`src/rtl/wb_ctrl.sv`:
```
// Write-back controller: drives the regfile write port, diverts r15 writes to the PC,
// blocks on loads and tracks outstanding destinations.
module wb_ctrl #(
    parameter int TIMEOUT = 16
) (
    input  logic        clk,
    input  logic        rst_n,
    input  logic        ex_valid,
    output logic        ex_ready,
    input  logic        ex_wen,
    input  logic        ex_is_load,
    input  logic        ex_ld_byte,
    input  logic [1:0]  ex_addr_lo,
    input  logic [3:0]  ex_rd,
    input  logic [31:0] ex_result,
    input  logic        mem_rvalid,
    input  logic [31:0] mem_rdata,
    output logic        we3,
    output logic [3:0]  wa3,
    output logic [31:0] wd3,
    output logic        pc_we,
    output logic [31:0] pc_wd,
    output logic [15:0] pending,
    output logic        err_timeout,
    output logic        err_spurious
);

    localparam int CW = $clog2(TIMEOUT + 1);

    typedef enum logic {
        IDLE,
        LOAD_WAIT
    } state_t;

    state_t        state;
    logic [CW-1:0] cnt;
    logic [3:0]    ld_rd;
    logic          ld_byte;
    logic [1:0]    ld_addr;

    logic [31:0]   ld_data;
    logic          wr_en;
    logic [3:0]    wr_rd;
    logic [31:0]   wr_data;
    logic          accept;

    assign ex_ready = (state == IDLE);
    assign accept   = ex_valid && ex_ready;

    always_comb begin
        ld_data = mem_rdata;
        if (ld_byte)
            ld_data = {24'b0, mem_rdata[{ld_addr, 3'b000} +: 8]};
    end

    // One write source per cycle: the accepted ALU op in IDLE, the load return otherwise.
    always_comb begin
        wr_en   = 1'b0;
        wr_rd   = ex_rd;
        wr_data = ex_result;
        if (state == IDLE) begin
            wr_en = accept && ex_wen && !ex_is_load;
        end else begin
            wr_en   = mem_rvalid;
            wr_rd   = ld_rd;
            wr_data = ld_data;
        end
    end

    always_ff @(posedge clk or negedge rst_n) begin
        if (!rst_n) begin
            state        <= IDLE;
            cnt          <= '0;
            ld_rd        <= '0;
            ld_byte      <= 1'b0;
            ld_addr      <= '0;
            we3          <= 1'b0;
            wa3          <= '0;
            wd3          <= '0;
            pc_we        <= 1'b0;
            pc_wd        <= '0;
            pending      <= '0;
            err_timeout  <= 1'b0;
            err_spurious <= 1'b0;
        end else begin
            we3   <= wr_en && (wr_rd != 4'd15);
            pc_we <= wr_en && (wr_rd == 4'd15);
            if (wr_en && (wr_rd != 4'd15)) begin
                wa3 <= wr_rd;
                wd3 <= wr_data;
            end
            if (wr_en && (wr_rd == 4'd15))
                pc_wd <= wr_data;

            case (state)
                IDLE: begin
                    if (mem_rvalid)
                        err_spurious <= 1'b1;
                    if (accept && ex_wen && ex_is_load) begin
                        ld_rd          <= ex_rd;
                        ld_byte        <= ex_ld_byte;
                        ld_addr        <= ex_addr_lo;
                        pending[ex_rd] <= 1'b1;
                        cnt            <= '0;
                        state          <= LOAD_WAIT;
                    end
                end
                LOAD_WAIT: begin
                    if (mem_rvalid) begin
                        pending[ld_rd] <= 1'b0;
                        state          <= IDLE;
                    end else if (cnt == CW'(TIMEOUT)) begin
                        err_timeout    <= 1'b1;
                        pending[ld_rd] <= 1'b0;
                        state          <= IDLE;
                    end else begin
                        cnt <= cnt + 1'b1;
                    end
                end
                default: state <= IDLE;
            endcase
        end
    end

endmodule
```
`config.mk`:
```
export PLATFORM = sky130hd
export DESIGN_NAME = wb_ctrl
export DESIGN_NICKNAME = d
export VERILOG_FILES = /design/src/rtl/wb_ctrl.sv
export SDC_FILE = /design/constraint.sdc
export NUM_CORES = 1
export LEC_CHECK = 0
export CORE_UTILIZATION = 45
export CTS_CLUSTER_SIZE = 12
export DETAILED_ROUTE_END_ITERATION = 10
export PLACE_DENSITY = 0.8
export SLEW_MARGIN = 20
export SYNTH_ARGS = -nofsm -noshare
export SYNTH_HDL_FRONTEND = slang
export SYNTH_SLANG_ARGS = --single-unit
```
`constraint.sdc`:
```
create_clock -name clk -period 2.64 [get_ports clk]
set_clock_uncertainty 0.15 [all_clocks]
set_input_delay 0.396 -clock clk [delete_from_list [all_inputs] [get_ports clk]]
set_output_delay 0.396 -clock clk [all_outputs]
set_load 0.01 [all_outputs]
```
==> results by group <==
STA
  • WHS: 0.317 ns
  • Final Critical Period: 2.51 ns
  • Tightest Pin Transition: 1.03 ns
  • Final hold vios: 0
  • Tcrit/Tclk final: 0.952
  • Setup TNS: 0 ns
  • Slew HR: 0.310
  • FMAX: 398 MHz
  • Setup-failing EPs final: 0
  • RSZ-0062 raised after global routing: no
  • Pins over their slew limit: 0

Floorplan
  • IO Pins: 166
  • Die W: 104 um
  • CORE AREA: 9910 um2
  • Die area: 10800 um2
  • Starting Density: 0.472
  • Die Ht: 104 um
  • Row cnt: 36

Power and ir drop
  • Int Pwr: 3.51 mW
  • Leak: 2.87 nW
  • Psw: 1.48 mW
  • Switching power share of the total: 0.297
  • Total Power: 5.00 mW
  • Seq pwr share: 0.439
  • Max IR drop VDD: 0.000505 V
  • PwrDens: 741 nW/um2
  • Power share of the clock group: 0.200
  • Combinational power share: 0.361

Route
  • Final ANT Viol Nets: 0
  • Drt pass-1 iters: 4
  • Total Routed Length: 13600 um
  • Via density: 5.57
  • Residual DRC: 0
  • Via count: 3895
  • DR WL/cell: 19.4 um
  • Initial drt markers: 213

Clock tree
  • Htree depth: 3
  • CTS Buffer Depth: 2
  • Root Buffer Master: clkbuf_8
  • Num Clock Sinks: 101
  • CTS tree: yes
  • CTS Buf Count: 9
  • Worst skew pair latency: 0.35 ns
  • Post-CTS setup buffer count: 0
  • Clk slew on worst S/H paths: 0.09 ns

Critical path
  • Setup CP Type: flip-flop to output pin
  • CP startpoint: state
  • R2R Setup Slk: 0.35 ns
  • CP endpoint: ex_ready
  • Worst R2R End: wd3[24]
  • WP data required: 2.09 ns
  • Crit-path max FO: 19
  • RR Startpoint: state
  • Critical path arrival: 1.97 ns
  • R2R cell count: 5
  • Worst setup EP type: output pin
  • Worst setup SP type: flip-flop

Yosys
  • Top cell type's share of synthesized area: 0.540
  • Count leader, synth: dfrtp_1
  • EDFF count, synth: 0
  • Synth Cell Area: 4680 um2
  • Synth warnings: 0
  • Syn avg cell area: 12.0 um2
  • Cells after synthesis: 389
  • Syn_nets: 468
  • Distinct cells, synth: 54
  • Ys flop type: dfrtp_1
  • Sequential share of the synthesized area: 0.540
  • Ys async rst share: 1.00
  • Largest area contributor in the netlist: dfrtp_1
  • Top cells by area, synth: dfrtp_1 (54%), mux2_2 (9.1%), mux2_1 (6.7%)
  • Yosys reg bits: 101
  • Top cells by count, synth: dfrtp_1 (101), mux2_2 (38), mux2_1 (28), nand2_1 (28), a22o_1 (25)

Min path
  • Worst hold-check path type: flip-flop to flip-flop

Run
  • MaxCap Viol Count: 0

Placement
  • Placed cells: 682
  • Routability cong.: 0.914
  • HPWL after DPL: 10300 um
  • IO Port Bufs: 165

Finish
  • # diodes: 0
  • Layout Nets: 640
  • Finished Layout Cells: 699
  • Share of layout cells above drive strength 1: 0.138
  • Area Growth Syn to Fin: 44.0%

Outcome
  • Status: completed

GRT
  • Vias in the first global route: 4007
  • Largest net degree at the start of global routing: 53
  • Global-route wire length before repair: 21500 um
  • GRT Residual Overflow: 0
  • GR Util All Layers: 0.255
  • Initial antenna violation count: 0
[final cells by class]
type | count | area, um2
inverter | 8 | 30.0
clock buffer | 13 | 159
clock inverter | 3 | 43.8
timing repair buffer | 183 | 1820
sequential | 101 | 2530
fill | 755 | 3170
tap | 133 | 166
multi-input combinational | 258 | 1990
[per-layer routing]
metal	vias up	wire length (um)	GRT usage
li1	1783	-	-
met1	1948	5840	0.332
met2	135	6680	0.421
met3	29	598	0.0363
met4	0	431	0.116
met5	-	0	0
[sequential cells by signal, indices dropped and copies added, names as in the netlist, 2 cells and up]
name     count
wa3          4
wd3         32
pc_wd       32
pending     16
ld_rd        4
ld_addr      2
cnt          5
[power groups by stage]
stage                     Clock [mW]  Combinational (mW)  Sequential (mW)
after floorplan                    0               0.572             2.34
after global placement             0                1.77             2.20
after detailed placement           0                1.80             2.22
after CTS                       1.02                1.82             2.19
after global routing            1.08                1.92             2.25
final                          0.997                1.80             2.20
[how the worst min path moves through the flow]
stage,startpoint,to,slack [ns],cells after the start
4_1_cts,rst_n,pending[14],0.32,2
3_3_place_gp,rst_n,pending[2],0.17,1
2_1_floorplan,rst_n,cnt[0],-0.05,0
3_5_place_dp,rst_n,pending[14],0.17,1
6_report,err_spurious,err_spurious,0.32,1
5_1_grt,err_spurious,err_spurious,0.34,1
[repair_timing]
item | 4_1_cts | 5_1_grt
endpoints found under the setup margin | 0 | 1
endpoints found under the hold margin | 24 | 0
gates resized for setup | 0 | 1
hold buffers | 1 | 0
[placed cells by master (no fill, tap or decap), types with 2 or more instances in the layout]
| cell | netlist | routed |
|---|---|---|
| mux2_2 | 38 | 38 |
| a21oi_1 | 7 | 7 |
| a31oi_1 | 16 | 16 |
| o21a_1 | 2 | 2 |
| ha_1 | 2 | 2 |
| or4_1 | 2 | 2 |
| nand2b_1 | 17 | 17 |
| mux2_1 | 28 | 28 |
| or3_1 | 2 | 2 |
| a22o_1 | 25 | 25 |
| o211ai_1 | 2 | 2 |
| nor2_1 | 12 | 12 |
| clkdlybuf4s50_1 | 0 | 164 |
| dfrtp_1 | 101 | 100 |
| nand4_1 | 2 | 2 |
| nor2b_1 | 3 | 3 |
| nand3_1 | 11 | 11 |
| nand2_1 | 28 | 28 |
| a21o_1 | 2 | 2 |
| o31ai_1 | 3 | 3 |
| a221o_1 | 6 | 6 |
| inv_1 | 7 | 7 |
| clkbuf_8 | 0 | 11 |
| buf_12 | 0 | 3 |
| buf_4 | 5 | 15 |
| o21ai_0 | 22 | 22 |
| nor3_1 | 3 | 3 |
| clkbuf_1 | 6 | 2 |
[critical path, stage by stage, from the launching register on]
cell and delay [ns]:
dfrtp_2 0.53, buf_4 0.21, inv_2 0.06, buf_4 0.23
clkdlybuf4s50_1 0.59
[cell families after synthesis]
group | after synthesis | share of synthesized area
xor gates and xnor gates | 1 | 0.00187
AOI/OAI and AO/OA | 95 | 0.148
adders and majority gates | 2 | 0.00535
muxes | 67 | 0.161
DFF | 101 | 0.540
and+or+nand+nor | 93 | 0.109
buffers and inverters | 30 | 0.0350
[per-stage QoR]
stage,setup slack (ns),cell area [um2],util
2_1_floorplan,0.766,4680,-
4_1_cts,0.0000855,6740,0.680
3_5_place_dp,0.109,6530,0.659
3_3_place_gp,0.160,6530,0.659
6_report,0.126,6740,0.680
5_1_grt,0.0435,6740,0.680
Power figures use the tool's default switching activity.
